**src/rtl/alu_pkg.sv**
```systemverilog
// Shared ALU definitions: opcodes, status-flag bit positions and the buffered result entry.
// Used by the ALU, this result FIFO and downstream writeback.
package alu_pkg;

    localparam logic [2:0] ADD    = 3'b000;
    localparam logic [2:0] SUB    = 3'b001;
    localparam logic [2:0] MUL    = 3'b010;
    localparam logic [2:0] LSHIFT = 3'b011;
    localparam logic [2:0] RSHIFT = 3'b100;
    localparam logic [2:0] AND_OP = 3'b101;
    localparam logic [2:0] OR_OP  = 3'b110;
    localparam logic [2:0] XOR_OP = 3'b111;

    localparam int FLG_Z = 0;
    localparam int FLG_C = 1;
    localparam int FLG_B = 2;
    localparam int FLG_W = 3;

    typedef struct packed {
        logic [15:0] result;
        logic [2:0]  opcode;
        logic [3:0]  flags;
    } alu_entry_t;

endpackage

```
**src/rtl/alu_result_fifo_if.sv**
```systemverilog
// Producer and consumer handshake bundle around the ALU result FIFO.
// The slave modport is the FIFO itself; the master modport is the ALU/consumer side.
interface alu_result_fifo_if;

    logic        in_valid;
    logic        in_ready;
    logic [15:0] in_result;
    logic        in_cout;
    logic [2:0]  in_opcode;

    logic        out_valid;
    logic        out_ready;
    logic [15:0] out_result;
    logic [2:0]  out_opcode;
    logic [3:0]  out_flags;

    modport slave (
        input  in_valid, in_result, in_cout, in_opcode, out_ready,
        output in_ready, out_valid, out_result, out_opcode, out_flags
    );

    modport master (
        output in_valid, in_result, in_cout, in_opcode, out_ready,
        input  in_ready, out_valid, out_result, out_opcode, out_flags
    );

endinterface

```
**src/rtl/alu_flag_gen.sv**
```systemverilog
// Combinational status-flag derivation from a raw ALU result.
// Flags are only meaningful for the opcodes that can set them; all others read 0.
module alu_flag_gen
    import alu_pkg::*;
(
    input  logic [15:0] result,
    input  logic        cout,
    input  logic [2:0]  opcode,
    output logic [3:0]  flags
);

    always_comb begin
        flags        = '0;
        flags[FLG_Z] = (result == 16'h0000);
        flags[FLG_C] = (opcode == ADD) ? cout : 1'b0;
        // Subtraction wraps in 16 bits, so a set MSB means a < b.
        flags[FLG_B] = (opcode == SUB) ? result[15] : 1'b0;
        flags[FLG_W] = ((opcode == MUL) || (opcode == LSHIFT)) ? (result[15:8] != 8'h00) : 1'b0;
    end

endmodule

```
**src/rtl/alu_result_fifo.sv**
```systemverilog
// ALU result capture stage: stores result, opcode and derived flags in a small FIFO
// and hands them to the consumer in order with valid/ready backpressure.
module alu_result_fifo
    import alu_pkg::*;
#(
    parameter  int DEPTH = 4,
    localparam int CW    = $clog2(DEPTH) + 1
) (
    input  logic                clk,
    input  logic                rst_n,
    alu_result_fifo_if.slave    bus,
    output logic [CW-1:0]       count,
    output logic                full,
    output logic                empty
);

    localparam int AW = $clog2(DEPTH);

    alu_entry_t       mem [DEPTH];
    logic [AW-1:0]    wr_ptr;
    logic [AW-1:0]    rd_ptr;
    logic [3:0]       in_flags;
    logic             push;
    logic             pop;
    alu_entry_t       head;

    alu_flag_gen u_flag_gen (
        .result (bus.in_result),
        .cout   (bus.in_cout),
        .opcode (bus.in_opcode),
        .flags  (in_flags)
    );

    assign full          = (count == CW'(DEPTH));
    assign empty         = (count == '0);
    assign bus.in_ready  = !full;
    assign bus.out_valid = !empty;

    assign push = bus.in_valid && bus.in_ready;
    assign pop  = bus.out_valid && bus.out_ready;

    assign head           = mem[rd_ptr];
    assign bus.out_result = head.result;
    assign bus.out_opcode = head.opcode;
    assign bus.out_flags  = head.flags;

    // Storage has no reset; a push in a reset cycle is still suppressed so it leaves no trace.
    always_ff @(posedge clk) begin
        if (rst_n && push) begin
            mem[wr_ptr] <= '{result: bus.in_result, opcode: bus.in_opcode, flags: in_flags};
        end
    end

    always_ff @(posedge clk) begin
        if (!rst_n) begin
            wr_ptr <= '0;
            rd_ptr <= '0;
            count  <= '0;
        end else begin
            if (push) begin
                wr_ptr <= wr_ptr + AW'(1);
            end
            if (pop) begin
                rd_ptr <= rd_ptr + AW'(1);
            end
            case ({push, pop})
                2'b10:   count <= count + CW'(1);
                2'b01:   count <= count - CW'(1);
                default: count <= count;
            endcase
        end
    end

endmodule
```
**src/flat_wrapper.sv**
```systemverilog
// flat-port wrapper written by rule: the top's interface ports become plain ports
module alu_result_fifo_flat import alu_pkg::*;
#(
    parameter  int DEPTH = 4,
    localparam int CW    = $clog2(DEPTH) + 1
)
  (clk, rst_n, count, full, empty, bus_in_valid, bus_in_result, bus_in_cout, bus_in_opcode, bus_out_ready, bus_in_ready, bus_out_valid, bus_out_result, bus_out_opcode, bus_out_flags);
  alu_result_fifo_if bus_i ();
  input  logic clk;
  input  logic rst_n;
  output logic [CW-1:0] count;
  output logic full;
  output logic empty;
  input wire logic [$bits(bus_i.in_valid)-1:0] bus_in_valid;
  input wire logic [$bits(bus_i.in_result)-1:0] bus_in_result;
  input wire logic [$bits(bus_i.in_cout)-1:0] bus_in_cout;
  input wire logic [$bits(bus_i.in_opcode)-1:0] bus_in_opcode;
  input wire logic [$bits(bus_i.out_ready)-1:0] bus_out_ready;
  output wire logic [$bits(bus_i.in_ready)-1:0] bus_in_ready;
  output wire logic [$bits(bus_i.out_valid)-1:0] bus_out_valid;
  output wire logic [$bits(bus_i.out_result)-1:0] bus_out_result;
  output wire logic [$bits(bus_i.out_opcode)-1:0] bus_out_opcode;
  output wire logic [$bits(bus_i.out_flags)-1:0] bus_out_flags;
  assign bus_i.in_valid = bus_in_valid;
  assign bus_i.in_result = bus_in_result;
  assign bus_i.in_cout = bus_in_cout;
  assign bus_i.in_opcode = bus_in_opcode;
  assign bus_i.out_ready = bus_out_ready;
  assign bus_in_ready = bus_i.in_ready;
  assign bus_out_valid = bus_i.out_valid;
  assign bus_out_result = bus_i.out_result;
  assign bus_out_opcode = bus_i.out_opcode;
  assign bus_out_flags = bus_i.out_flags;
  alu_result_fifo #(.DEPTH(DEPTH)) u_core (.clk(clk), .rst_n(rst_n), .bus(bus_i), .count(count), .full(full), .empty(empty));
endmodule
```
**config.mk**
```make
export PLATFORM = sky130hd
export DESIGN_NAME = alu_result_fifo_flat
export DESIGN_NICKNAME = d
export VERILOG_FILES = /design/src/rtl/alu_pkg.sv /design/src/rtl/alu_result_fifo_if.sv /design/src/rtl/alu_flag_gen.sv /design/src/rtl/alu_result_fifo.sv /design/src/flat_wrapper.sv
export SDC_FILE = /design/constraint.sdc
export NUM_CORES = 1
export LEC_CHECK = 0
export BUFFER_PORTS_ARGS = -buffer_cell sky130_fd_sc_hd__buf_4
export CAP_MARGIN = 20
export CELL_PAD_IN_SITES_DETAIL_PLACEMENT = 0
export CELL_PAD_IN_SITES_GLOBAL_PLACEMENT = 2
export CORE_MARGIN = 2
export CORE_UTILIZATION = 46
export DETAILED_ROUTE_END_ITERATION = 7
export GPL_TIMING_DRIVEN = 0
export PLACE_DENSITY = 0.89
export SETUP_SLACK_MARGIN = 0.05
export SYNTH_ARGS = -nofsm -noshare
export SYNTH_HDL_FRONTEND = slang
export SYNTH_SLANG_ARGS = --single-unit
```
**constraint.sdc**
```tcl
create_clock -name clk -period 5.9 [get_ports clk]
set_clock_uncertainty 0.1 [all_clocks]
set_input_delay 1.475 -clock clk [delete_from_list [all_inputs] [get_ports clk]]
set_output_delay 1.475 -clock clk [all_outputs]
set_load 0.02 [all_outputs]
```
==> results summary <==
Clock tree synthesis selected as its root buffer the cell sky130_fd_sc_hd__clkbuf_8. Entering global routing, the biggest net connects 19 pins. The number of endpoints with negative hold slack in the final report is 0. The kind of cell with the highest combined delay along the critical path is buffers and inverters.

Leaving out filler cells and counting taps, the final layout contains ~370. The leakage dissipation came out at 1.621 nW. The antenna violation net count after detailed routing came out at 0.

The CTS tree is yes. After synthesis, the cell types taking the most area are sky130_fd_sc_hd__edfxtp_1 71%, sky130_fd_sc_hd__mux4_2 13%, sky130_fd_sc_hd__dfxtp_1 4.6%. The area enclosed by the die boundary came out at roughly 9200 um2. Row generation in the floorplan step produced 33 rows.

The relative slew slack came out at approximately half. The diode insertion count for antenna repair came out at 0. The number of iterations in the first detailed-routing pass is 4. The maximum buffer depth of the clock tree came out at 2. In this design, the stage delay of the slowest critical-path cell is ~0.47 ns. The initial core utilization came out at 47.54%. From bottom edge to top edge, the die measures around 96 um.

Subtracting the final worst setup slack from the clock period gives 3.278 ns. The CTS buffer count is 9. Walking the worst path, the cells encountered are buf_2, mux4_2, buf_4. The clock-pin transition on the worst setup and hold timing paths came out at 0.09 ns.

The flow ran to the end, and the final reports show no timing, DRC or antenna violations. Leaving out fill and tap cells, the most frequent cell in the layout is sky130_fd_sc_hd__edfxtp_1. The initial antenna violation count is 0.

The H-tree was split into 3 levels. The total of hold buffers inserted after clock tree synthesis is 0. The count of maximum capacitance violations came out at 0. The routed wire length is ~6400 um. Dividing the synthesized area by the synthesized cell count gives 20.89 um2. The post-cts resize count is 0. Relative to the synthesized area, the layout overhead comes to 20.37%. The critical path data required time came out at about 4.3 ns. Overall power consumption after layout is estimated at 1.792 mW. The share of Yosys cell area claimed by the top area cell type came out at between 70% and 80%. The count of pins over their slew limit was 0. The ratio of total power to cell area is between 300 and 400 nW/um2. The HPWL after detailed placement is between 4000 and 5000 um. The synthesized flop and latch total came out at 101.

The post-placement cell count came out at 349. The port buffer count came out at between 50 and 60. The routability-driven placement congestion ratio came out at between 0.7 and 0.8. The count of clock tree sinks is about 100. The die span in x came out at between 90 and 100 um. After layout, the worst path uses 55.56% of the clock period. For this run the aggregate overflow at the end of global routing stands at 0.

The startpoint type of the worst setup path is a flip-flop. The maximum vdd ir drop is 276.3 uV. The flop-to-flop setup slack came out at ~3.7 ns. Setup violations remaining at the end of the flow were counted as 0.

The number of nets in the synthesized netlist is 217. The library cell with the largest summed area after synthesis is sky130_fd_sc_hd__edfxtp_1. The part of the Yosys area used for sequential elements came out at about three quarters. The cell at the slowest stage of the critical path is sky130_fd_sc_hd__dfxtp_1. By startpoint and endpoint, the worst setup path is classified as reg2out. The I/O pin count came out at 54. The top cell types in the final layout, fill and taps aside, are 92 x sky130_fd_sc_hd__edfxtp_1, 54 x sky130_fd_sc_hd__buf_4, 22 x sky130_fd_sc_hd__mux4_2. The area of the core came out at between 8000 and 9000 um2. The count of buffering cells on the critical path with inverters included came out at 2. The global-route wire length before repair is around 10000 um. Setup repair after global routing left no endpoint under its margin.

The worst setup path is captured at an output port. Using the TritonRoute via totals, the vias-per-cell ratio works out to 5.247. The footprint of the multi-input gates came out at 860.8 um2.

The highest net fanout along the worst path came out at 10. The DRC violations left came out at 0. The number of warnings reported in the yosys synthesis log is 0.

The cell count after synthesis is around 190. Dividing the detail-routed wire length by the instance count gives approximately 18 um. The count of vias placed by the detailed router came out at between 1500 and 2000. The type of the tightest min-delay check is reg2reg. The maximum operating frequency is 0.3051 GHz. The final-layout setup total negative slack came out at 0 ns. The detailed router finished its first iteration with 62 violations. The count of fill cells added during filler insertion is about 640.

The post-layout net count came out at 285. The post-synthesis cell area came out at 3906 um2. For the pin with the worst max-slew slack, the measured transition is around 0.76 ns. The layout cell share with drive strength beyond 1 is approximately 40%. The distinct cell type count of the synthesized netlist is 33. The number of global-route vias before repair is approximately 1900.

Across every metal layer, demand over resource in global routing totals 15.22%. The number of buffers added for setup after CTS came out at 0. Data on the critical path arrives at its endpoint at 1.70 ns. The latest clock arrival within the worst-skew pair is around 0.36 ns. The register area is between 2000 and 3000 um2.
==> where the power goes <==
group	internal [mW]	total [mW]	switching, mW
clock network	0.158	0.398	0.240
logic	0.273	0.542	0.268
registers	0.831	0.852	0.0211
total	1.26	1.79	0.529
==> synth_stat cells (all sizes together) <==
cell    number
and3b        1
mux2i        2
nand4b       1
ha           5
or3          3
and2         3
nor2b        1
fa           1
nor2         1
xnor2        1
nor4b        1
inv          8
nor4         4
nor3         1
edfxtp      92
nand3        1
and3         4
mux4        23
xor2         1
buf          6
dfxtp        9
o21ai        5
clkbuf       1
a21boi       2
nand2       10
==> worst paths after layout <==
path                                      start                            end  cells after the start
setup / recovery                      flip-flop               bus_out_flags[0]                      3
hold / removal    u_core.rd_ptr[1]$_SDFFE_PN0N_  u_core.rd_ptr[1]$_SDFFE_PN0N_                      2
setup reg to reg   u_core.count[0]$_SDFFE_PN0P_   u_core.count[2]$_SDFFE_PN0P_                     12
hold reg to reg   u_core.rd_ptr[1]$_SDFFE_PN0N_  u_core.rd_ptr[1]$_SDFFE_PN0N_                      2
==> metrics by stage <==
stage / cell area, um2 / utilization [%] / hold WS [ns] / setup WS [ns]
CTS: 4702 / 57.23 / 0.3985 / 2.581
global route: 4702 / 57.23 / 0.4267 / 2.526
detailed placement: 4521 / 55.02 / 0.3857 / 2.562
floorplan: 3906 / - / 0.3560 / 2.803
finish: 4702 / 57.23 / 0.4002 / 2.622
global placement: 4436 / 53.98 / 0.3742 / 2.332
==> sequential cells by signal, indices dropped and copies added, names as in the netlist, named ones only <==
register       cells
u_core.count       3
u_core.wr_ptr      2
u_core.rd_ptr      2
u_core.mem        92
==> routing by layer <==
| layer | part of all wire (%) | up-vias | track usage [%] |
|---|---|---|---|
| met2 | 48 | 47 | 24.65 |
| met3 | 4.4 | 10 | 3.211 |
| met4 | 2.1 | 0 | 7.143 |
| met5 | 0 | - | 0 |
| li1 | - | 890 | - |
| met1 | 45 | 968 | 19.77 |
==> cell families after synthesis <==
group / synth area share (%)
DFF: 75.34
xor gates and xnor gates: 0.4485
muxes: 13.87
AOI/OAI and AO/OA: 1.025
adders and majority gates: 2.114
buffers and inverters: 2.627
and+or+nand+nor: 4.580
==> worst reg2reg max path: stages, from the launching register on <==
cell,delay [ns]
sky130_fd_sc_hd__dfxtp_1,0.35
sky130_fd_sc_hd__inv_1,0.10
sky130_fd_sc_hd__nand3_1,0.10
sky130_fd_sc_hd__inv_1,0.08
sky130_fd_sc_hd__nor2b_1,0.05
sky130_fd_sc_hd__buf_4,0.16
sky130_fd_sc_hd__inv_1,0.05
sky130_fd_sc_hd__ha_1,0.17
sky130_fd_sc_hd__inv_1,0.06
sky130_fd_sc_hd__fa_1,0.37
sky130_fd_sc_hd__xor2_1,0.15
sky130_fd_sc_hd__or3_1,0.31
sky130_fd_sc_hd__a21boi_1,0.13
==> final cells by class <==
class	count	share of cell area [%]
plain buffers	7	1.543
inverters	8	0.6386
repair buffers	57	10.27
multi-input cells	71	18.31
clock inverters	7	1.224
flip-flops and latches	101	62.59
well taps	105	2.794
clock buffers	9	2.634
(Power assumes the default switching activity.)
